===== src/rtl/ras_pkg.sv =====
// rtl/ras_pkg.sv - shared sizing helpers and checkpoint record for the return address stack
package ras_pkg;

    localparam int RAS_PC_WIDTH = 32;
    localparam int RAS_ASIZE    = 3;
    localparam int RAS_CSIZE    = 2;

    function automatic int depth_of(input int asize);
        return 1 << asize;
    endfunction

    function automatic int nckpt_of(input int csize);
        return 1 << csize;
    endfunction

    localparam int RAS_DEPTH = depth_of(RAS_ASIZE);
    localparam int RAS_NCKPT = nckpt_of(RAS_CSIZE);

    // Checkpoint record for the default geometry; the top re-declares it with its own widths.
    typedef struct packed {
        logic [RAS_ASIZE-1:0]    tosp;
        logic [RAS_ASIZE:0]      count;
        logic [RAS_PC_WIDTH-1:0] top;
    } ckpt_t;

endpackage


===== src/rtl/ras_ckpt_queue.sv =====
// rtl/ras_ckpt_queue.sv - checkpoint FIFO with save, retire and restore truncation
module ras_ckpt_queue
    import ras_pkg::*;
#(
    parameter int CSIZE = 2,
    parameter int W     = 8
) (
    input  logic             clk,
    input  logic             rst,
    input  logic             save,
    input  logic             retire,
    input  logic             restore,
    input  logic [CSIZE-1:0] restore_id,
    input  logic [W-1:0]     save_data,
    output logic [CSIZE-1:0] tail_id,
    output logic             full,
    output logic             restore_hit,
    output logic [W-1:0]     restore_data
);

    localparam int NCKPT = nckpt_of(CSIZE);

    logic [W-1:0]     entries [NCKPT];
    logic [CSIZE-1:0] head, tail, head_n, tail_n;
    logic [CSIZE:0]   occ, occ_n;
    logic [CSIZE-1:0] offset;
    logic             retire_ok, save_ok;

    assign offset       = restore_id - head;
    assign full         = (occ == (CSIZE+1)'(NCKPT));
    assign tail_id      = tail;
    assign restore_hit  = restore && ({1'b0, offset} < occ);
    assign restore_data = entries[restore_id];
    assign retire_ok    = retire && (occ != '0);
    // A retire in the same cycle frees the slot the save lands in, so a full queue still accepts it.
    assign save_ok      = save && !restore_hit && (!full || retire_ok);

    always_comb begin
        head_n = head;
        tail_n = tail;
        occ_n  = occ;
        if (restore_hit) begin
            tail_n = restore_id;
            occ_n  = {1'b0, offset};
            if (retire && (offset != '0)) begin
                head_n = head + CSIZE'(1);
                occ_n  = {1'b0, offset} - (CSIZE+1)'(1);
            end
        end else begin
            if (save_ok) begin
                tail_n = tail + CSIZE'(1);
            end
            if (retire_ok) begin
                head_n = head + CSIZE'(1);
            end
            occ_n = occ + (CSIZE+1)'(save_ok) - (CSIZE+1)'(retire_ok);
        end
    end

    always_ff @(posedge clk) begin
        if (rst) begin
            head <= '0;
            tail <= '0;
            occ  <= '0;
            for (int i = 0; i < NCKPT; i++) begin
                entries[i] <= '0;
            end
        end else begin
            head <= head_n;
            tail <= tail_n;
            occ  <= occ_n;
            if (save_ok) begin
                entries[tail] <= save_data;
            end
        end
    end

endmodule


===== src/rtl/ras_spec.sv =====
// rtl/ras_spec.sv - speculative return address stack with overwrite-on-full and checkpoint rollback
module ras_spec
    import ras_pkg::*;
#(
    parameter int PC_WIDTH = 32,
    parameter int ASIZE    = 3,
    parameter int CSIZE    = 2
) (
    input  logic                clk,
    input  logic                rst,
    input  logic                push_i,
    input  logic [PC_WIDTH-1:0] push_addr_i,
    input  logic                pop_i,
    output logic [PC_WIDTH-1:0] ret_addr_o,
    output logic                ret_valid_o,
    input  logic                ckpt_save_i,
    output logic [CSIZE-1:0]    ckpt_id_o,
    output logic                ckpt_full_o,
    input  logic                ckpt_retire_i,
    input  logic                restore_i,
    input  logic [CSIZE-1:0]    restore_id_i
);

    localparam int DEPTH = depth_of(ASIZE);

    typedef struct packed {
        logic [ASIZE-1:0]    tosp;
        logic [ASIZE:0]      count;
        logic [PC_WIDTH-1:0] top;
    } snap_t;

    localparam int SW = $bits(snap_t);

    logic [PC_WIDTH-1:0] stack [DEPTH];
    logic [ASIZE-1:0]    tosp, tosp_n, wr_idx;
    logic [ASIZE:0]      count, count_n;
    logic                wr_en;
    logic [PC_WIDTH-1:0] wr_data;
    snap_t               save_snap, rest_snap;
    logic                rest_hit;

    assign ret_addr_o  = stack[tosp];
    assign ret_valid_o = (count != '0);
    assign save_snap   = '{tosp: tosp, count: count, top: stack[tosp]};

    ras_ckpt_queue #(
        .CSIZE (CSIZE),
        .W     (SW)
    ) u_ckpt (
        .clk          (clk),
        .rst          (rst),
        .save         (ckpt_save_i),
        .retire       (ckpt_retire_i),
        .restore      (restore_i),
        .restore_id   (restore_id_i),
        .save_data    (save_snap),
        .tail_id      (ckpt_id_o),
        .full         (ckpt_full_o),
        .restore_hit  (rest_hit),
        .restore_data (rest_snap)
    );

    always_comb begin
        tosp_n  = tosp;
        count_n = count;
        wr_en   = 1'b0;
        wr_idx  = tosp;
        wr_data = push_addr_i;
        if (rest_hit) begin
            // Rewriting the saved top repairs a slot clobbered by wrong-path push-after-pop.
            tosp_n  = rest_snap.tosp;
            count_n = rest_snap.count;
            wr_en   = 1'b1;
            wr_idx  = rest_snap.tosp;
            wr_data = rest_snap.top;
        end else if (push_i && pop_i && (count != '0)) begin
            wr_en = 1'b1;
        end else if (push_i) begin
            tosp_n  = tosp + ASIZE'(1);
            wr_en   = 1'b1;
            wr_idx  = tosp + ASIZE'(1);
            count_n = (count == (ASIZE+1)'(DEPTH)) ? count : count + (ASIZE+1)'(1);
        end else if (pop_i && (count != '0)) begin
            tosp_n  = tosp - ASIZE'(1);
            count_n = count - (ASIZE+1)'(1);
        end
    end

    always_ff @(posedge clk) begin
        if (rst) begin
            tosp  <= ASIZE'(DEPTH - 1);
            count <= '0;
            for (int i = 0; i < DEPTH; i++) begin
                stack[i] <= '0;
            end
        end else begin
            tosp  <= tosp_n;
            count <= count_n;
            if (wr_en) begin
                stack[wr_idx] <= wr_data;
            end
        end
    end

endmodule

===== config.mk =====
export PLATFORM = sky130hd
export DESIGN_NAME = ras_spec
export DESIGN_NICKNAME = d
export VERILOG_FILES = /design/src/rtl/ras_pkg.sv /design/src/rtl/ras_ckpt_queue.sv /design/src/rtl/ras_spec.sv
export SDC_FILE = /design/constraint.sdc
export NUM_CORES = 1
export LEC_CHECK = 0
export ABC_AREA = 1
export CORE_MARGIN = 2
export CORE_UTILIZATION = 56
export DETAILED_ROUTE_END_ITERATION = 7
export GPL_TIMING_DRIVEN = 1
export PLACE_DENSITY = 0.83
export REMOVE_ABC_BUFFERS = 1
export SYNTH_ARGS = -nofsm -noshare
export SYNTH_HDL_FRONTEND = slang
export SYNTH_SLANG_ARGS = --single-unit

===== constraint.sdc =====
create_clock -name clk -period 5.25 [get_ports clk]
set_input_delay 0.525 -clock clk [delete_from_list [all_inputs] [get_ports clk]]
set_output_delay 0.525 -clock clk [all_outputs]
set_load 0.01 [all_outputs]

==> metrics.cfg <==
[outcome]
status = completed

[power_and_ir_drop]
total_power_mw = 12.9
ir_drop_v = 0.000629
powerDensity_nw_per_um2 = 555
p_leak_nw = 8.87

[placed_design]
place_hpwl_um = 29500
port_buffers = 76
dp_slack_ps = 1180
gp_congestion = 0.827

[timing]
postLayoutSetupSlackWorst_ps = 1100
fin_hold_ws_ps = 495
min_period_ps = 4150
grt_setup_unrepaired = no
setup-tns-final_ps = 0
slew_headroom = 0.248
drv_slew = 0
fin_skew_ps = 8.09
setup_violations = 0
clock.fmax_mhz = 241
tightest_slew_ps = 1130
final_hold_viol_count = 0
min_period_over_period = 0.790

[floorplanning]
core-area_um2 = 37500
start_util = 0.565
die-width_um = 199
num_rows = 71
dieArea_um2 = 39400
ios = 77
die_h_um = 199

[logic_synthesis]
synth_compound_area_frac = 0.0994
yosys_warnings = 0
synthTopCellsByCount = 473 x nor2_1, 412 x edfxtp_1, 258 x o21ai_0
yosysMostFrequentCell = nor2_1
synth-simple-area-share = 0.218
synth_area_leaders = edfxtp_1 58%, nor2_1 8.4%, o21ai_0 6.1%
yosysTopAreaCellShare = 0.584
synth_xor_area_frac = 0.00331
synth_top_area_cell = edfxtp_1
synthAdderAreaFrac = 0.00897
ys_types = 36
synth_edf_count = 412
netlist_instances = 2051
synthArstFlopShare = 0
syn_area_per_cell_um2 = 10.3
ys.flop_type = edfxtp_1
ys_ff_latch = 429
yosysSeqAreaShare = 0.600
synth_area_um2 = 21200
synth_top_family_by_area = simple AND/OR/NAND/NOR gates
synth.area.mux_share = 0

[final_layout]
syn2layout_area_growth_pct = 9.64
drive_gt1_frac = 0.172
final_core_util = 0.620
insertedDiodeCount = 0
filler_cell_count = 2912
nNetsFinal = 2097

[grt]
grt_max_degree = 104
globalRouteOverflowTotal = 0
antenna_found_initial = 0
grt_pass1_wl_um = 82000
grt.total_usage = 0.273
grt_pass1_vias = 15311

[setup_path]
endpoint_kind = primary output
criticalPathCategory = flop to primary output
crit_required_ps = 4720
start_kind = flop
r2r_slack_ps = 1850
path_max_fanout = 56
worst_ep_arrival_time_ps = 3620

[clock_network]
tritoncts = yes
insertion_delay_ps = 530
cts_hold_buf = 0
max-clock-path-buffers = 3
clock-root-buffer = clkbuf_16
h-tree-depth = 2
clk_pin_slew_ps = 60
post_cts_buffers = 0
cts_buffers = 43
cts.sinks = 429
cts_resized = 0

[routing]
route.detailed.drc = 0
dr.pass1.iters = 6
viasPerCell = 5.92
vias = 15293
first_iter_violations = 1501
antenna_left = 0
avgRoutedWirePerCell_um = 20.6
routed_wl_um = 53200

[hold_path]
min_path_type = flop to flop

[run]
cap_viol_max_count = 0

[flip-flops by register name (all words and copies together) (netlist names), named ones only]
register,flops
count,4
stack,256
tosp,3
u_ckpt.entries,156
u_ckpt.head,2
u_ckpt.occ,3
u_ckpt.tail_id,2
[path summary, 6_finish.rpt]
path | depth (start not counted) | startpoint | endpoint
min reg2reg | 1 | u_ckpt.head[0] | u_ckpt.head[0]
min | 1 | u_ckpt.head[0] | u_ckpt.head[0]
max reg2reg | 12 | u_ckpt.head[0] | stack[5][13]
max | 7 | flop | ret_addr_o[16]
[kinds of logic (layout without fill, tap and decap cells)]
| group | count (synthesis) | count (layout) |
|---|---|---|
| AOI/OAI and AO/OA | 366 | 366 |
| xor gates and xnor gates | 8 | 8 |
| adders and majority gates | 14 | 14 |
| buffers and inverters | 281 | 302 |
| DFF | 429 | 429 |
| and+or+nand+nor | 953 | 953 |
[report_power, final]
| part | internal, mW | switching (mW) | total (mW) |
|---|---|---|---|
| sequential | 4.53 | 0.347 | 4.88 |
| combinational | 1.50 | 3.67 | 5.17 |
| clock | 1.61 | 1.24 | 2.84 |
| total | 7.64 | 5.25 | 12.9 |
[routing by layer]
metal	part of all wire	track usage
met3	0.099	0.0371
met2	0.50	0.478
met4	0.032	0.102
met5	0	0
met1	0.37	0.347
[per-stage QoR]
| step | cell area, um2 | std cells |
|---|---|---|
| finish | 23200 | 2583 |
| global route | 23200 | 2583 |
| CTS | 23200 | 2583 |
| detailed placement | 22000 | 2508 |
| global placement | 22000 | 2508 |
| floorplan | 20100 | 1881 |
[critical path: stages (launching register included)]
cell             delay [ps]
dfxtp_4                 740
clkinv_2                620
buf_4                   490
o21ai_0                 280
o21ai_0                 140
nand2_1                  80
nand2_1                 160
clkdlybuf4s50_1         520
[cell usage in the layout (no fill, tap or decap), drive strengths merged]
master,count
a31oi,1
xor2,5
clkinv,16
edfxtp,412
o21a,1
or2,1
nor2,567
inv,112
nand2,262
xnor2,3
o21ai,316
dfxtp,17
fa,2
buf,41
o211ai,1
clkbuf,56
a21oi,12
bufinv,2
nand3,26
clkdlybuf4s50,75
o22ai,35
nor3,97
ha,12
[layout make-up]
cell class	count	area (um2)	area share
clock buffers	56	1120	0.0484
clock inverters	19	143	0.00614
inverters	111	418	0.0180
multi-input cells	1341	7060	0.304
flip-flops and latches	429	12700	0.547
well taps	511	639	0.0275
repair buffers	116	1130	0.0487
No activity file was read; power rests on OpenSTA's default activity.
